File: src/rtl/fwd_pkg.sv
// Shared types and constants for the ID->EX operand forwarding / load-use stall unit.
package fwd_pkg;

  typedef enum logic {
    RUN   = 1'b0,
    STALL = 1'b1
  } fwdState_e;

  localparam int         SEL_RF = 0;
  localparam logic [4:0] REG_X0 = 5'd0;

  function automatic int selWidth(input int nfwd);
    return $clog2(nfwd + 1);
  endfunction

endpackage

File: src/rtl/fwd_match.sv
// Combinational priority match of one source operand against all forwarding sources.
// Lowest source index (youngest) wins; register x0 always reads as zero.
module fwd_match
  import fwd_pkg::*;
#(
  parameter int XLEN = 32,
  parameter int NFWD = 3,
  parameter int SELW = selWidth(NFWD)
) (
  input  logic [4:0]           rs,
  input  logic                 used,
  input  logic [XLEN-1:0]      rdata,
  input  logic [NFWD-1:0]      fwd_we,
  input  logic [NFWD*5-1:0]    fwd_rd,
  input  logic [NFWD-1:0]      fwd_pending,
  input  logic [NFWD*XLEN-1:0] fwd_data,
  output logic [XLEN-1:0]      data,
  output logic [SELW-1:0]      sel,
  output logic                 pend
);

  // Scan oldest to youngest so the youngest matching source overwrites the rest.
  always_comb begin
    data = rdata;
    sel  = SELW'(SEL_RF);
    pend = 1'b0;
    if (rs == REG_X0) begin
      data = '0;
    end else if (used) begin
      for (int i = NFWD - 1; i >= 0; i--) begin
        if (fwd_we[i] && (fwd_rd[i*5 +: 5] != REG_X0) && (fwd_rd[i*5 +: 5] == rs)) begin
          data = fwd_data[i*XLEN +: XLEN];
          sel  = SELW'(i + 1);
          pend = fwd_pending[i];
        end
      end
    end
  end

endmodule

File: src/rtl/fwd_hazard_unit.sv
// Operand forwarding and load-use stall unit at the ID->EX boundary.
// Optional event counters are built when FWD_STATS_EN is defined.
module fwd_hazard_unit
  import fwd_pkg::*;
#(
  parameter int XLEN     = 32,
  parameter int NRD      = 2,
  parameter int NFWD     = 3,
  parameter int LOAD_LAT = 1
) (
  input  logic                            clk,
  input  logic                            rst,
  input  logic                            id_valid,
  input  logic [NRD*5-1:0]                id_rs,
  input  logic [NRD-1:0]                  id_rs_used,
  input  logic [NRD*XLEN-1:0]             id_rdata,
  input  logic [NFWD-1:0]                 fwd_we,
  input  logic [NFWD*5-1:0]               fwd_rd,
  input  logic [NFWD-1:0]                 fwd_pending,
  input  logic [NFWD*XLEN-1:0]            fwd_data,
  input  logic                            flush,
  input  logic                            hold,
  output logic                            stall,
  output logic                            ex_valid,
  output logic [NRD*XLEN-1:0]             ex_op,
  output logic [NRD*$clog2(NFWD+1)-1:0]   ex_sel,
  output logic [31:0]                     stat_fwd,
  output logic [31:0]                     stat_stall
);

  localparam int              SELW     = selWidth(NFWD);
  localparam int              CNTW     = ($clog2(LOAD_LAT) > 2) ? $clog2(LOAD_LAT) : 2;
  localparam logic [CNTW-1:0] CNT_LOAD = CNTW'(LOAD_LAT - 1);

  logic [NRD*XLEN-1:0] resData;
  logic [NRD*SELW-1:0] resSel;
  logic [NRD-1:0]      resPend;
  fwdState_e           state, stateNext;
  logic [CNTW-1:0]     cnt, cntNext;
  logic                hazard;
  logic                forced;

  for (genvar p = 0; p < NRD; p++) begin : gMatch
    fwd_match #(.XLEN(XLEN), .NFWD(NFWD), .SELW(SELW)) uMatch (
      .rs          (id_rs[p*5 +: 5]),
      .used        (id_rs_used[p]),
      .rdata       (id_rdata[p*XLEN +: XLEN]),
      .fwd_we      (fwd_we),
      .fwd_rd      (fwd_rd),
      .fwd_pending (fwd_pending),
      .fwd_data    (fwd_data),
      .data        (resData[p*XLEN +: XLEN]),
      .sel         (resSel[p*SELW +: SELW]),
      .pend        (resPend[p])
    );
  end

  assign hazard = id_valid && (|resPend);
  // The final STALL cycle (cnt==0) behaves like RUN so a hazard costs exactly LOAD_LAT cycles.
  assign forced = (state == STALL) && (cnt != '0);

  always_ff @(posedge clk or posedge rst) begin
    if (rst) begin
      state <= RUN;
      cnt   <= '0;
    end else begin
      state <= stateNext;
      cnt   <= cntNext;
    end
  end

  always_comb begin
    stateNext = state;
    cntNext   = cnt;
    if (flush) begin
      stateNext = RUN;
      cntNext   = '0;
    end else if (!hold) begin
      if (forced) begin
        cntNext = cnt - CNTW'(1);
      end else if (hazard) begin
        stateNext = STALL;
        cntNext   = CNT_LOAD;
      end else begin
        stateNext = RUN;
        cntNext   = '0;
      end
    end
  end

  always_comb begin
    stall = !rst && (forced || hazard);
  end

  always_ff @(posedge clk or posedge rst) begin
    if (rst) begin
      ex_valid <= 1'b0;
      ex_op    <= '0;
      ex_sel   <= '0;
    end else if (flush) begin
      ex_valid <= 1'b0;
    end else if (!hold) begin
      if (stall) begin
        ex_valid <= 1'b0;
      end else begin
        ex_valid <= id_valid;
        ex_op    <= resData;
        ex_sel   <= resSel;
      end
    end
  end

`ifdef FWD_STATS_EN
  localparam int CW = $clog2(NRD + 1);

  logic [CW-1:0] fwdCount;
  logic [32:0]   fwdSum;
  logic [31:0]   statFwd, statStall;

  always_comb begin
    fwdCount = '0;
    for (int p = 0; p < NRD; p++) begin
      if (resSel[p*SELW +: SELW] != SELW'(SEL_RF)) fwdCount = fwdCount + CW'(1);
    end
  end

  assign fwdSum = {1'b0, statFwd} + 33'(fwdCount);

  // Both counters saturate rather than wrap.
  always_ff @(posedge clk or posedge rst) begin
    if (rst) begin
      statFwd   <= '0;
      statStall <= '0;
    end else begin
      if (!flush && !hold && !stall && id_valid) statFwd <= fwdSum[32] ? '1 : fwdSum[31:0];
      if (stall && !hold && (statStall != '1)) statStall <= statStall + 32'd1;
    end
  end

  assign stat_fwd   = statFwd;
  assign stat_stall = statStall;
`else
  assign stat_fwd   = '0;
  assign stat_stall = '0;
`endif

endmodule

File: config.mk
export PLATFORM = sky130hd
export DESIGN_NAME = fwd_hazard_unit
export DESIGN_NICKNAME = d
export VERILOG_FILES = /design/src/rtl/fwd_pkg.sv /design/src/rtl/fwd_match.sv /design/src/rtl/fwd_hazard_unit.sv
export SDC_FILE = /design/constraint.sdc
export NUM_CORES = 1
export LEC_CHECK = 0
export CAP_MARGIN = 25
export CORE_AREA = 2 2 129 131
export DETAILED_ROUTE_END_ITERATION = 10
export DIE_AREA = 0 0 131 133
export GPL_TIMING_DRIVEN = 0
export HOLD_SLACK_MARGIN = 0.02
export PLACE_DENSITY_LB_ADDON = 0.2
export SLEW_MARGIN = 20
export SYNTH_ARGS = -nofsm -noshare
export SYNTH_HDL_FRONTEND = slang
export SYNTH_SLANG_ARGS = --single-unit
File: constraint.sdc
create_clock -name clk -period 4.7 [get_ports clk]
set_input_delay 0.94 -clock clk [delete_from_list [all_inputs] [get_ports clk]]
set_output_delay 0.94 -clock clk [all_outputs]
set_load 0.05 [all_outputs]
==> qor.txt <==
Critical Path End Type: primary output
H-tree levels: 3
Wire length on met2: 12.9 mm
Capturing point of the worst reg2reg path: ex_op[21]
CP max stage cell: dlygate4sd2_1
Area growth from synthesis to layout: 53.2%
Final Hold Vio Count: 0
Fill cell count: 1517
Met3 routed WL: 2.95 mm
Hold Crit Start: ex_sel[2]
Reg2reg path depth: 7
Setup ws final: 226 ps
CTS Buffer Depth: 2
Synth cell count leaders: nand2_1 (135), inv_1 (102), o21ai_0 (84), dfrtp_1 (72), o22ai_1 (68)
Core Area: 16200 um2
GRT Total Usage: 0.307
Initial core utilization: 0.402
Yosys top cell by area: dfrtp_1
Drt drc: 0
Max Clk Rate: 224 MHz
Gpl congestion: 0.932
Setup repair bufs after CTS: 0
Post-Layout Inst Area: 9950 um2
Power Density: 271 nW/um2
Wire per inst: 19.1 um
Setup-failing EPs final: 0
Lkg Pwr: 4.35 nW
# IOs: 332
Largest net degree at the start of global routing: 41
Count leader, synth: nand2_1
Startpoint types: input port
Vias in the first global route: 7566
Die ar.: 17400 um2
Layout cells sized above 1: 0.131
Skew final: 4.63 ps
Worst reg-to-reg setup slack: 2690 ps
Die span in x: 131 um
Maximum VDD drop: 0.175 mV
Post-route minimum period: 4470 ps
# rows: 47
Cell count after synthesis: 861
Avg Cell Area, Syn: 7.54 um2
Post-synth ARST share: 1.00
Root Driver: clkbuf_16
Clock sinks: 72
Diode count: 0
Overflow after GRT: 0
CTS tree: done
Post-synth EDFFs: 0
Initial antenna violation count: 0
Outcome: finished, final reports clean
WL final: 27.2 mm
Ys Warns: 0
CTS Buf Count: 9
Post-Synthesis Cell Area: 6490 um2
Vias: 7786
Post-DRT Antenna Nets: 0
WP data arrival: 3530 ps
Synth area leaders: dfrtp_1 (28%), o22ai_2 (12%), nand2_1 (7.8%), buf_4 (7.7%), o22ai_1 (6.5%)
Sequential share of the synthesized area: 0.277
DR vias/cell: 5.46
Non-Filler Instances: 1426
Final net count: 1403
DP Wirelength: 20.7 mm
Critical path type: input port to primary output
DRT iter0 DRCs: 851
Pre-CTS setup slack: -72.8 ps
Chip height: 133 um
# placed instances: 1413
Worst Path Max Fanout: 4
Hold_buf cts: 0
Slew HR: 0.339
Max Used Layer: met4
Hold Path End: ex_sel[2]
DRT Pass-1 Iters: 7
PortBufs: 267
Critical-path cell list: clkdlybuf4s50_1 -> or4_1 -> o21ai_1 -> or3b_1 -> a221oi_2 -> o22a_1 -> a21oi_1 -> dlygate4sd2_1
CTS clk-pin slew, worst paths: 60 ps
M1 wire length: 10.4 mm
Max incr delay on CP: 550 ps
Worst Path Required: 3760 ps
Worst-Margin Slew: 983 ps
Clk_lat worst skew: 340 ps
Dpl cell area: 9710 um2
Max-cap violations: 0
Hold Crit Class: register to register
Synth top area share: 0.277
Max Slew Vio Count: 0
RSZ-0062 raised after global routing: false
Main flop type after synthesis: dfrtp_1
FF-to-FF Start: cnt[0]
Synthesized flop and latch total: 72
Min-Delay Path Depth: 1
Final worst-path cycle share: 0.952
Yosys cell types: 41
First-pass GRT wire length: 41.1 mm
-- metal layers --
metal,global-route usage,vias up
li1,-,3595
met1,0.383,3566
met2,0.505,545
met3,0.0647,80
met4,0.138,0
met5,0,-
-- through the flow --
step / power [mW] / hold WS, ps / setup TNS, ps / utilization
6_report: 2.70 / 499 / 0 / 0.615
5_1_grt: 2.80 / 526 / 0 / 0.615
4_1_cts: 2.70 / 504 / 0 / 0.615
3_5_place_dp: 2.07 / 481 / -72.8 / 0.600
3_3_place_gp: 2.05 / 470 / -3200 / 0.599
2_1_floorplan: 1.59 / 482 / 0 / -
-- power by group --
group	internal [mW]	total [mW]	switching, mW
Combinational	0.521	1.31	0.790
Sequential	0.708	0.759	0.0503
Clock	0.348	0.626	0.278
Total	1.58	2.70	1.12
-- worst max-delay path: cells and delay by family --
| family | cells | cell delay (ps) |
|---|---|---|
| buffers and inverters | 2 | 1030 |
| AND/OR/NAND/NOR | 2 | 820 |
| AO/OA/AOI/OAI | 4 | 740 |
-- cells by family after synthesis --
logic type | synth area share
AOI/OAI and AO/OA | 0.375
xor gates and xnor gates | 0.0405
adders and majority gates | 0.00193
buffers and inverters | 0.184
DFF | 0.277
muxes | 0.00693
other | 0.000577
and+or+nand+nor | 0.114
-- cells in the final DEF, fill, tap and decap left out, drive strengths merged --
cell type,count
nor4,3
clkinv,2
a31oi,64
nor2b,3
or3,2
a41oi,2
o211ai,2
clkbuf,60
nand3b,1
a211oi,4
xnor2,14
o22a,1
or4,4
conb,64
o221ai,1
inv,102
nand2b,4
nand4,2
mux2,4
nor2,10
dlygate4sd2,1
or3b,2
clkdlybuf4s50,266
o21ai,131
or2,1
o22ai,128
dfrtp,72
nor3,6
a211o,2
nand2,135
buf,84
o31ai,1
ha,1
a21oi,6
a221oi,2
xor2,16
a2bb2oi,1
and4,2
-- timing repair --
action / 4_1_cts / 5_1_grt
endpoints found under the hold margin: 0 / 0
setup endpoints to repair: 1 / 0
gates resized for setup: 1 / 0
-- state kept, by name, summed over array words and instances, names as in the netlist --
name	flops
ex_op	64
ex_sel	4
cnt	2
ex_valid	1
state	1
-- worst max path at each step --
stage,endpoint,startpoint,cells after the start
2_1_floorplan,stall,fwd_rd[5],6
3_3_place_gp,ex_op[18],rst,5
3_5_place_dp,stall,fwd_rd[5],8
4_1_cts,stall,fwd_rd[5],8
5_1_grt,stall,fwd_rd[8],8
6_report,stall,fwd_rd[5],8
-- cell type report --
type	instances	area, um2	share of cell area
multi-input cells	619	3730	0.375
inverters	102	385	0.0387
clock inverters	2	10.0	0.00101
repair buffers	269	2700	0.271
clock buffers	11	233	0.0234
flip-flops and latches	72	1800	0.181
well taps	220	275	0.0277
plain buffers	131	812	0.0816
(Power assumes the default switching activity.)
